### src/rtl/rx_cmd_ctrl_burst_if.sv
// Bus bundle between the RX deserialiser / RF / ALU side and the command controller.
interface rx_cmd_ctrl_burst_if #(
  parameter int DATA_WIDTH     = 8,
  parameter int ADDRESS_WIDTH  = 4,
  parameter int ALU_FUNC_WIDTH = 4
);
  logic [DATA_WIDTH-1:0]     RX_P_DATA;
  logic                      RX_DATA_VLD;
  logic                      Rd_D_VLD;
  logic                      ALU_OUT_Valid;
  logic                      WrEn;
  logic                      RdEn;
  logic [ADDRESS_WIDTH-1:0]  Addr;
  logic [DATA_WIDTH-1:0]     Wr_D;
  logic                      Gate_EN;
  logic [ALU_FUNC_WIDTH-1:0] ALU_FUNC;
  logic                      ALU_EN;
  logic                      BUSY;
  logic                      CMD_DONE;
  logic                      CMD_ERR;
  logic [1:0]                ERR_CODE;

  // Controller side: consumes bytes and handshakes, drives strobes and status.
  modport slave (
    input  RX_P_DATA, RX_DATA_VLD, Rd_D_VLD, ALU_OUT_Valid,
    output WrEn, RdEn, Addr, Wr_D, Gate_EN, ALU_FUNC, ALU_EN,
           BUSY, CMD_DONE, CMD_ERR, ERR_CODE
  );

  // Environment side: feeds bytes and handshakes, observes strobes and status.
  modport master (
    output RX_P_DATA, RX_DATA_VLD, Rd_D_VLD, ALU_OUT_Valid,
    input  WrEn, RdEn, Addr, Wr_D, Gate_EN, ALU_FUNC, ALU_EN,
           BUSY, CMD_DONE, CMD_ERR, ERR_CODE
  );
endinterface

### src/rtl/rx_cmd_ctrl_burst.sv
// RX command controller: decodes byte-framed commands into RF write/read
// strobes, burst writes and ALU requests, with per-command timeout and
// error reporting. All outputs are registered.
module rx_cmd_ctrl_burst #(
  parameter int DATA_WIDTH     = 8,
  parameter int ADDRESS_WIDTH  = 4,
  parameter int ALU_FUNC_WIDTH = 4,
  parameter int MAX_BURST      = 4,
  parameter int TIMEOUT_CYCLES = 1024,
  parameter logic [DATA_WIDTH-1:0] OP_WR      = DATA_WIDTH'(8'hAA),
  parameter logic [DATA_WIDTH-1:0] OP_RD      = DATA_WIDTH'(8'hBB),
  parameter logic [DATA_WIDTH-1:0] OP_ALU_OP  = DATA_WIDTH'(8'hCC),
  parameter logic [DATA_WIDTH-1:0] OP_ALU_NOP = DATA_WIDTH'(8'hDD),
  parameter logic [DATA_WIDTH-1:0] OP_BURST   = DATA_WIDTH'(8'hEE)
) (
  input  logic                CLK,
  input  logic                RST,
  rx_cmd_ctrl_burst_if.slave  bus
);

  localparam int TW = (TIMEOUT_CYCLES > 1) ? $clog2(TIMEOUT_CYCLES) : 1;
  localparam int CW = $clog2(MAX_BURST + 1);
  localparam logic [TW-1:0] TMO_LAST = TW'(TIMEOUT_CYCLES - 1);

  typedef enum logic [3:0] {
    IDLE     = 4'd0,
    WR_ADDR  = 4'd1,
    WR_DATA  = 4'd2,
    RD_ADDR  = 4'd3,
    RD_WAIT  = 4'd4,
    OP_A     = 4'd5,
    OP_B     = 4'd6,
    FUNC     = 4'd7,
    ALU_WAIT = 4'd8,
    BW_ADDR  = 4'd9,
    BW_CNT   = 4'd10,
    BW_DATA  = 4'd11
  } state_t;

  state_t                    state_r, next_state_s;
  logic [ADDRESS_WIDTH-1:0]  addr_r, addr_s;     // latched / running write address
  logic [CW-1:0]             cnt_r, cnt_s;       // burst bytes still to write
  logic [TW-1:0]             tmo_r;
  logic                      progress_s, timeout_s, opcode_ok_s, bad_cnt_s;

  logic                      wr_en_r, wr_en_s;
  logic                      rd_en_r, rd_en_s;
  logic [ADDRESS_WIDTH-1:0]  addr_out_r, addr_out_s;
  logic [DATA_WIDTH-1:0]     wr_d_r, wr_d_s;
  logic                      gate_en_r, gate_en_s;
  logic [ALU_FUNC_WIDTH-1:0] alu_func_r, alu_func_s;
  logic                      alu_en_r, alu_en_s;
  logic                      busy_r, busy_s;
  logic                      done_r, done_s;
  logic                      err_r, err_s;
  logic [1:0]                err_code_r, err_code_s;

  // Any byte or handshake counts as progress; timeout fires on the last idle cycle.
  always_comb begin
    progress_s = bus.RX_DATA_VLD | bus.Rd_D_VLD | bus.ALU_OUT_Valid;
    timeout_s  = (TIMEOUT_CYCLES != 0) && (state_r != IDLE) && !progress_s &&
                 (tmo_r == TMO_LAST);
    bad_cnt_s  = (bus.RX_P_DATA == DATA_WIDTH'(0)) ||
                 (bus.RX_P_DATA > DATA_WIDTH'(MAX_BURST));
  end

  // Opcode recognition for the byte presented in IDLE.
  always_comb begin
    opcode_ok_s = 1'b0;
    case (bus.RX_P_DATA)
      OP_WR, OP_RD, OP_ALU_OP, OP_ALU_NOP, OP_BURST: opcode_ok_s = 1'b1;
      default:                                       opcode_ok_s = 1'b0;
    endcase
  end

  // State, latched address and burst count registers.
  always_ff @(posedge CLK) begin
    if (RST) begin
      state_r <= IDLE;
      addr_r  <= '0;
      cnt_r   <= '0;
    end else begin
      state_r <= next_state_s;
      addr_r  <= addr_s;
      cnt_r   <= cnt_s;
    end
  end

  // Next-state decode, including address latch and burst bookkeeping.
  always_comb begin
    next_state_s = state_r;
    addr_s       = addr_r;
    cnt_s        = cnt_r;
    if (timeout_s) begin
      next_state_s = IDLE;
    end else begin
      case (state_r)
        IDLE: begin
          if (bus.RX_DATA_VLD) begin
            case (bus.RX_P_DATA)
              OP_WR:      next_state_s = WR_ADDR;
              OP_RD:      next_state_s = RD_ADDR;
              OP_ALU_OP:  next_state_s = OP_A;
              OP_ALU_NOP: next_state_s = FUNC;
              OP_BURST:   next_state_s = BW_ADDR;
              default:    next_state_s = IDLE;
            endcase
          end else next_state_s = IDLE;
        end
        WR_ADDR: begin
          if (bus.RX_DATA_VLD) begin
            addr_s       = bus.RX_P_DATA[ADDRESS_WIDTH-1:0];
            next_state_s = WR_DATA;
          end else next_state_s = WR_ADDR;
        end
        WR_DATA:  if (bus.RX_DATA_VLD) next_state_s = IDLE;     else next_state_s = WR_DATA;
        RD_ADDR:  if (bus.RX_DATA_VLD) next_state_s = RD_WAIT;  else next_state_s = RD_ADDR;
        RD_WAIT:  if (bus.Rd_D_VLD)    next_state_s = IDLE;     else next_state_s = RD_WAIT;
        OP_A:     if (bus.RX_DATA_VLD) next_state_s = OP_B;     else next_state_s = OP_A;
        OP_B:     if (bus.RX_DATA_VLD) next_state_s = FUNC;     else next_state_s = OP_B;
        FUNC:     if (bus.RX_DATA_VLD) next_state_s = ALU_WAIT; else next_state_s = FUNC;
        ALU_WAIT: if (bus.ALU_OUT_Valid) next_state_s = IDLE;   else next_state_s = ALU_WAIT;
        BW_ADDR: begin
          if (bus.RX_DATA_VLD) begin
            addr_s       = bus.RX_P_DATA[ADDRESS_WIDTH-1:0];
            next_state_s = BW_CNT;
          end else next_state_s = BW_ADDR;
        end
        BW_CNT: begin
          if (bus.RX_DATA_VLD) begin
            if (bad_cnt_s) begin
              next_state_s = IDLE;
            end else begin
              cnt_s        = bus.RX_P_DATA[CW-1:0];
              next_state_s = BW_DATA;
            end
          end else next_state_s = BW_CNT;
        end
        BW_DATA: begin
          if (bus.RX_DATA_VLD) begin
            // Address wraps naturally at 2**ADDRESS_WIDTH.
            addr_s = addr_r + ADDRESS_WIDTH'(1);
            cnt_s  = cnt_r - CW'(1);
            if (cnt_r == CW'(1)) next_state_s = IDLE;
            else                 next_state_s = BW_DATA;
          end else next_state_s = BW_DATA;
        end
        default: next_state_s = IDLE;
      endcase
    end
  end

  // Idle-cycle counter: cleared on progress or state change, counts otherwise.
  always_ff @(posedge CLK) begin
    if (RST) begin
      tmo_r <= '0;
    end else if ((state_r == IDLE) || (next_state_s != state_r) || progress_s) begin
      tmo_r <= '0;
    end else begin
      tmo_r <= tmo_r + TW'(1);
    end
  end

  // Next values of the registered outputs.
  always_comb begin
    wr_en_s    = 1'b0;
    rd_en_s    = 1'b0;
    addr_out_s = addr_out_r;
    wr_d_s     = wr_d_r;
    alu_func_s = alu_func_r;
    done_s     = 1'b0;
    err_s      = 1'b0;
    err_code_s = err_code_r;
    if (timeout_s) begin
      err_s      = 1'b1;
      err_code_s = 2'b10;
    end else begin
      case (state_r)
        IDLE: begin
          if (bus.RX_DATA_VLD && !opcode_ok_s) begin
            err_s      = 1'b1;
            err_code_s = 2'b01;
          end else err_s = 1'b0;
        end
        WR_DATA: begin
          if (bus.RX_DATA_VLD) begin
            wr_en_s    = 1'b1;
            addr_out_s = addr_r;
            wr_d_s     = bus.RX_P_DATA;
            done_s     = 1'b1;
          end else done_s = 1'b0;
        end
        RD_ADDR: begin
          if (bus.RX_DATA_VLD) begin
            rd_en_s    = 1'b1;
            addr_out_s = bus.RX_P_DATA[ADDRESS_WIDTH-1:0];
          end else rd_en_s = 1'b0;
        end
        RD_WAIT:  if (bus.Rd_D_VLD)      done_s = 1'b1; else done_s = 1'b0;
        ALU_WAIT: if (bus.ALU_OUT_Valid) done_s = 1'b1; else done_s = 1'b0;
        OP_A, OP_B: begin
          if (bus.RX_DATA_VLD) begin
            wr_en_s    = 1'b1;
            addr_out_s = (state_r == OP_A) ? ADDRESS_WIDTH'(0) : ADDRESS_WIDTH'(1);
            wr_d_s     = bus.RX_P_DATA;
          end else wr_en_s = 1'b0;
        end
        FUNC: begin
          if (bus.RX_DATA_VLD) alu_func_s = bus.RX_P_DATA[ALU_FUNC_WIDTH-1:0];
          else                 alu_func_s = alu_func_r;
        end
        BW_CNT: begin
          if (bus.RX_DATA_VLD && bad_cnt_s) begin
            err_s      = 1'b1;
            err_code_s = 2'b11;
          end else err_s = 1'b0;
        end
        BW_DATA: begin
          if (bus.RX_DATA_VLD) begin
            wr_en_s    = 1'b1;
            addr_out_s = addr_r;
            wr_d_s     = bus.RX_P_DATA;
            done_s     = (cnt_r == CW'(1));
          end else wr_en_s = 1'b0;
        end
        default: done_s = 1'b0;
      endcase
    end
    // Level outputs follow the state being entered so they line up with it.
    gate_en_s = (next_state_s == FUNC) || (next_state_s == ALU_WAIT);
    alu_en_s  = (next_state_s == ALU_WAIT);
    busy_s    = (next_state_s != IDLE);
  end

  // Output registers.
  always_ff @(posedge CLK) begin
    if (RST) begin
      wr_en_r    <= 1'b0;
      rd_en_r    <= 1'b0;
      addr_out_r <= '0;
      wr_d_r     <= '0;
      gate_en_r  <= 1'b0;
      alu_func_r <= '0;
      alu_en_r   <= 1'b0;
      busy_r     <= 1'b0;
      done_r     <= 1'b0;
      err_r      <= 1'b0;
      err_code_r <= 2'b00;
    end else begin
      wr_en_r    <= wr_en_s;
      rd_en_r    <= rd_en_s;
      addr_out_r <= addr_out_s;
      wr_d_r     <= wr_d_s;
      gate_en_r  <= gate_en_s;
      alu_func_r <= alu_func_s;
      alu_en_r   <= alu_en_s;
      busy_r     <= busy_s;
      done_r     <= done_s;
      err_r      <= err_s;
      err_code_r <= err_code_s;
    end
  end

  assign bus.WrEn     = wr_en_r;
  assign bus.RdEn     = rd_en_r;
  assign bus.Addr     = addr_out_r;
  assign bus.Wr_D     = wr_d_r;
  assign bus.Gate_EN  = gate_en_r;
  assign bus.ALU_FUNC = alu_func_r;
  assign bus.ALU_EN   = alu_en_r;
  assign bus.BUSY     = busy_r;
  assign bus.CMD_DONE = done_r;
  assign bus.CMD_ERR  = err_r;
  assign bus.ERR_CODE = err_code_r;

endmodule

### src/flat_wrapper.sv
// flat-port wrapper written by rule: the top's interface ports become plain ports
module rx_cmd_ctrl_burst_flat 
#(
  parameter int DATA_WIDTH     = 8,
  parameter int ADDRESS_WIDTH  = 4,
  parameter int ALU_FUNC_WIDTH = 4,
  parameter int MAX_BURST      = 4,
  parameter int TIMEOUT_CYCLES = 1024,
  parameter logic [DATA_WIDTH-1:0] OP_WR      = DATA_WIDTH'(8'hAA),
  parameter logic [DATA_WIDTH-1:0] OP_RD      = DATA_WIDTH'(8'hBB),
  parameter logic [DATA_WIDTH-1:0] OP_ALU_OP  = DATA_WIDTH'(8'hCC),
  parameter logic [DATA_WIDTH-1:0] OP_ALU_NOP = DATA_WIDTH'(8'hDD),
  parameter logic [DATA_WIDTH-1:0] OP_BURST   = DATA_WIDTH'(8'hEE)
)
  (CLK, RST, bus_RX_P_DATA, bus_RX_DATA_VLD, bus_Rd_D_VLD, bus_ALU_OUT_Valid, bus_WrEn, bus_RdEn, bus_Addr, bus_Wr_D, bus_Gate_EN, bus_ALU_FUNC, bus_ALU_EN, bus_BUSY, bus_CMD_DONE, bus_CMD_ERR, bus_ERR_CODE);
  rx_cmd_ctrl_burst_if #(.DATA_WIDTH(DATA_WIDTH), .ADDRESS_WIDTH(ADDRESS_WIDTH), .ALU_FUNC_WIDTH(ALU_FUNC_WIDTH)) bus_i ();
  input  logic CLK;
  input  logic RST;
  input wire logic [$bits(bus_i.RX_P_DATA)-1:0] bus_RX_P_DATA;
  input wire logic [$bits(bus_i.RX_DATA_VLD)-1:0] bus_RX_DATA_VLD;
  input wire logic [$bits(bus_i.Rd_D_VLD)-1:0] bus_Rd_D_VLD;
  input wire logic [$bits(bus_i.ALU_OUT_Valid)-1:0] bus_ALU_OUT_Valid;
  output wire logic [$bits(bus_i.WrEn)-1:0] bus_WrEn;
  output wire logic [$bits(bus_i.RdEn)-1:0] bus_RdEn;
  output wire logic [$bits(bus_i.Addr)-1:0] bus_Addr;
  output wire logic [$bits(bus_i.Wr_D)-1:0] bus_Wr_D;
  output wire logic [$bits(bus_i.Gate_EN)-1:0] bus_Gate_EN;
  output wire logic [$bits(bus_i.ALU_FUNC)-1:0] bus_ALU_FUNC;
  output wire logic [$bits(bus_i.ALU_EN)-1:0] bus_ALU_EN;
  output wire logic [$bits(bus_i.BUSY)-1:0] bus_BUSY;
  output wire logic [$bits(bus_i.CMD_DONE)-1:0] bus_CMD_DONE;
  output wire logic [$bits(bus_i.CMD_ERR)-1:0] bus_CMD_ERR;
  output wire logic [$bits(bus_i.ERR_CODE)-1:0] bus_ERR_CODE;
  assign bus_i.RX_P_DATA = bus_RX_P_DATA;
  assign bus_i.RX_DATA_VLD = bus_RX_DATA_VLD;
  assign bus_i.Rd_D_VLD = bus_Rd_D_VLD;
  assign bus_i.ALU_OUT_Valid = bus_ALU_OUT_Valid;
  assign bus_WrEn = bus_i.WrEn;
  assign bus_RdEn = bus_i.RdEn;
  assign bus_Addr = bus_i.Addr;
  assign bus_Wr_D = bus_i.Wr_D;
  assign bus_Gate_EN = bus_i.Gate_EN;
  assign bus_ALU_FUNC = bus_i.ALU_FUNC;
  assign bus_ALU_EN = bus_i.ALU_EN;
  assign bus_BUSY = bus_i.BUSY;
  assign bus_CMD_DONE = bus_i.CMD_DONE;
  assign bus_CMD_ERR = bus_i.CMD_ERR;
  assign bus_ERR_CODE = bus_i.ERR_CODE;
  rx_cmd_ctrl_burst #(.DATA_WIDTH(DATA_WIDTH), .ADDRESS_WIDTH(ADDRESS_WIDTH), .ALU_FUNC_WIDTH(ALU_FUNC_WIDTH), .MAX_BURST(MAX_BURST), .TIMEOUT_CYCLES(TIMEOUT_CYCLES), .OP_WR(OP_WR), .OP_RD(OP_RD), .OP_ALU_OP(OP_ALU_OP), .OP_ALU_NOP(OP_ALU_NOP), .OP_BURST(OP_BURST)) u_core (.CLK(CLK), .RST(RST), .bus(bus_i));
endmodule
### config.mk
export PLATFORM = sky130hd
export DESIGN_NAME = rx_cmd_ctrl_burst_flat
export DESIGN_NICKNAME = d
export VERILOG_FILES = /design/src/rtl/rx_cmd_ctrl_burst_if.sv /design/src/rtl/rx_cmd_ctrl_burst.sv /design/src/flat_wrapper.sv
export SDC_FILE = /design/constraint.sdc
export NUM_CORES = 1
export LEC_CHECK = 0
export CAP_MARGIN = 15
export CORE_UTILIZATION = 45
export DETAILED_ROUTE_END_ITERATION = 7
export GPL_ROUTABILITY_DRIVEN = 0
export PLACE_DENSITY = 0.66
export SLEW_MARGIN = 20
export SYNTH_ARGS = -nofsm -noshare
export SYNTH_HDL_FRONTEND = slang
export SYNTH_SLANG_ARGS = --single-unit
### constraint.sdc
create_clock -name CLK -period 4.15 [get_ports CLK]
set_clock_uncertainty 0.05 [all_clocks]
set_input_delay 0.6225 -clock CLK [delete_from_list [all_inputs] [get_ports CLK]]
set_output_delay 0.6225 -clock CLK [all_outputs]
set_load 0.05 [all_outputs]
==> key figures <==
Job
  – Max cap viols: 0

Timing
  – RSZ-0062 raised after global routing: false
  – Final Critical Period: ~2900 ps
  – Slew Viols, Final: 0
  – Worst hold slack: 418 ps
  – Fin crit share: ~69%
  – Final setup vio count: 0
  – Maximum clock rate: 350 MHz
  – Max_slew headroom: approximately 35%
  – Final hold vios: 0
  – Setup_tns: 0 ps
  – Worst-Margin Slew: between 900 and 1000 ps

Clocking
  – Max H-tree Level: 2
  – CTS tree: built
  – Setup Buffers After CTS: 0
  – Clock buffer depth: 2
  – Root Driver: clkbuf_8
  – Worst skew pair latency: approximately 290 ps
  – Hold_buf cts: 0
  – Number of CTS-inserted buffers: 5
  – CTS resizes: 0
  – Clock transition at the registers of the reported paths: ~80 ps
  – CTS Sinks: 46

Power
  – Leakage Power: 1.13 nW
  – VDD IR max: between 0.0002 and 0.00025 V
  – Power density over the cells: ~280 nW/µm²

Critical path
  – Worst R2R End: u_core.tmo_r[0]
  – RR Startpoint: u_core.state_r[1]
  – Critical path data arrival time: 3040 ps
  – Setup crit end kind: flop
  – Startpoint Class: input port
  – Crit path max fanout: 13
  – Kind of critical path: in2reg
  – Worst reg2reg setup slack: between 1000 and 1500 ps
  – FF-to-FF path depth: 6
  – Worst Path Required: 4330 ps

Routing
  – Via/cell ratio: 5.60
  – Routed WL per cell: roughly 14 µm
  – Detailed Routing Iterations Pass 1: 5
  – Drt first-iter violations: 283
  – Via count: around 2,300
  – Routed WL: between 5000 and 6000 µm
  – Post-route DRC violation count: 0
  – Final ANT Viol Nets: 0

Placed design
  – Placed wire-length estimate: ~4100 µm
  – Buffers on Ports: 37

Global route
  – Overall global routing resource usage: approximately a fifth
  – Total congestion overflow: 0
  – First-pass GRT wire length: between 9000 and 10,000 µm
  – Initial antenna violation count: 0
  – Largest net degree at the start of global routing: 29
  – Vias in the first global route: between 2,000 and 2,500

Die
  – Height of the chip: about 76 µm
  – Core area: between 5000 and 6000 µm²
  – Total Die Area: around 5800 µm²
  – IO Count: 38
  – Rows: 26
  – Die X: roughly 76 µm
  – Starting density of the core: between 40% and 50%

Hold path
  – Hold path depth: 2
  – HP Start: u_core.cnt_r[2]
  – Worst Hold Class: reg2reg
  – WHS Endpoint: u_core.cnt_r[2]

Yosys
  – Post-Synthesis Cells: 302
  – Mapped cell area: about 2500 µm²
  – Post-synthesis async set-or-reset flop share: 0%
  – Synthesized flop and latch total: between 40 and 50
  – Sequential share of the synthesized area: between 30% and 40%
  – Number of enable flip-flop cells after synthesis: 0
  – Most used flip-flop cell after synthesis: dfxtp_1
  – Mean post-synth cell area: around 8 µm²
  – Syn nets: 319
  – Netlist cell types: 57
  – Synth Warn #: 0

Cells and area
  – Nets: about 350
  – Area of the multi-input gates: between 1000 and 1500 µm²
  – Fillcell total: 493
  – Area Overhead vs Synth: 20.3%
  – ANT cells: 0
  – Register area: 921 µm²
  – Layout cells sized above 1: under 10%

Outcome
  – Outcome: completed
## worst max-delay path: stages
cell and delay [ps]:
clkdlybuf4s50_1 770, nand3_1 210, nor2_1 460, a31oi_1 130, a311o_1 370, a32o_2 310
nor3b_2 150
## how the worst max path moves through the flow
stage,to,depth (start not counted),start,slack [ps]
CTS,u_core.tmo_r[0],7,bus_RX_DATA_VLD,1300
floorplan,u_core.tmo_r[0],7,bus_RX_P_DATA[0],1870
global placement,u_core.tmo_r[0],7,bus_RX_DATA_VLD,1020
finish,u_core.tmo_r[0],7,bus_RX_DATA_VLD,1290
detailed placement,u_core.tmo_r[0],7,bus_RX_DATA_VLD,990
global route,u_core.tmo_r[0],7,bus_RX_DATA_VLD,1120
## logic make-up after synthesis
group | share of synthesized area [%]
muxes | 7.29
buffers and inverters | 4.71
adders and majority gates | 2.03
and+or+nand+nor | 27.3
DFF | 37.3
AOI/OAI and AO/OA | 18.2
xor gates and xnor gates | 3.19
## through the flow
stage          setup WS [ps]  instances  util (%)  instance area, µm²  power (mW)
2_1_floorplan           1870        302         -                2470       0.489
3_3_place_gp            1020        394      55.0                2860       0.514
3_5_place_dp             995        394      55.0                2860       0.514
4_1_cts                 1300        402      57.1                2970       0.834
5_1_grt                 1120        402      57.1                2970       0.865
6_report                1290        402      57.1                2970       0.824
## power by group
| part | switching (mW) | internal (mW) | total [mW] |
|---|---|---|---|
| Combinational | 0.0359 | 0.0236 | 0.0595 |
| Clock | 0.139 | 0.180 | 0.319 |
| Sequential | 0.00179 | 0.443 | 0.445 |
## state kept, by name (all words and copies together) (netlist names)
| signal | flops |
|---|---|
| u_core.cnt_r | 3 |
| u_core.tmo_r | 10 |
| u_core.bus.CMD_ERR | 1 |
| u_core.state_r | 4 |
| u_core.bus.RdEn | 1 |
| u_core.bus.CMD_DONE | 1 |
| u_core.bus.ERR_CODE | 2 |
| u_core.bus.BUSY | 1 |
| u_core.bus.Wr_D | 8 |
| u_core.bus.Gate_EN | 1 |
| u_core.bus.WrEn | 1 |
| u_core.bus.ALU_EN | 1 |
| u_core.bus.ALU_FUNC | 4 |
| u_core.addr_r | 4 |
| u_core.bus.Addr | 4 |
## metal layers
layer	track usage (%)	wire length (µm)	part of all wire, %	up-vias
met3	3.71	327	5.7	7
met2	33.5	2660	47	68
met5	0	0	0	-
li1	-	-	-	1130
met4	7.31	69	1.2	0
met1	28.7	2660	47	1045
## synth_stat cells, types with 5 or more instances
library cell	number	share of area (%)
nor2_1	47	7.1
dfxtp_1	46	37
nand2_1	33	5.0
mux2i_1	18	7.3
a21oi_1	14	2.8
o21ai_0	12	2.4
clkbuf_1	11	1.7
inv_1	10	1.5
nand3_1	10	2.0
nor3_1	7	1.4
and3_1	6	1.5
xor2_1	5	1.8
## cell type report
type	count	area share [%]
clock inverters	1	1.01
well taps	70	2.95
repair buffers	39	13.0
inverters	10	1.26
clock buffers	7	2.57
flip-flops and latches	46	31.0
multi-input cells	229	48.2
## cell usage in the layout, fill, tap and decap left out, types with 4 or more instances in the layout
master           instances
a21oi_1                 14
a31oi_1                  4
and3_1                   6
clkbuf_8                 5
clkdlybuf4s50_1         37
dfxtp_1                 46
ha_1                     4
inv_1                   10
mux2i_1                 18
nand2_1                 33
nand3_1                 10
nand4_1                  4
nor2_1                  47
nor3_1                   7
o21ai_0                 12
xnor2_1                  4
xor2_1                   5
Note: power is estimated with default switching activity, not from simulation.
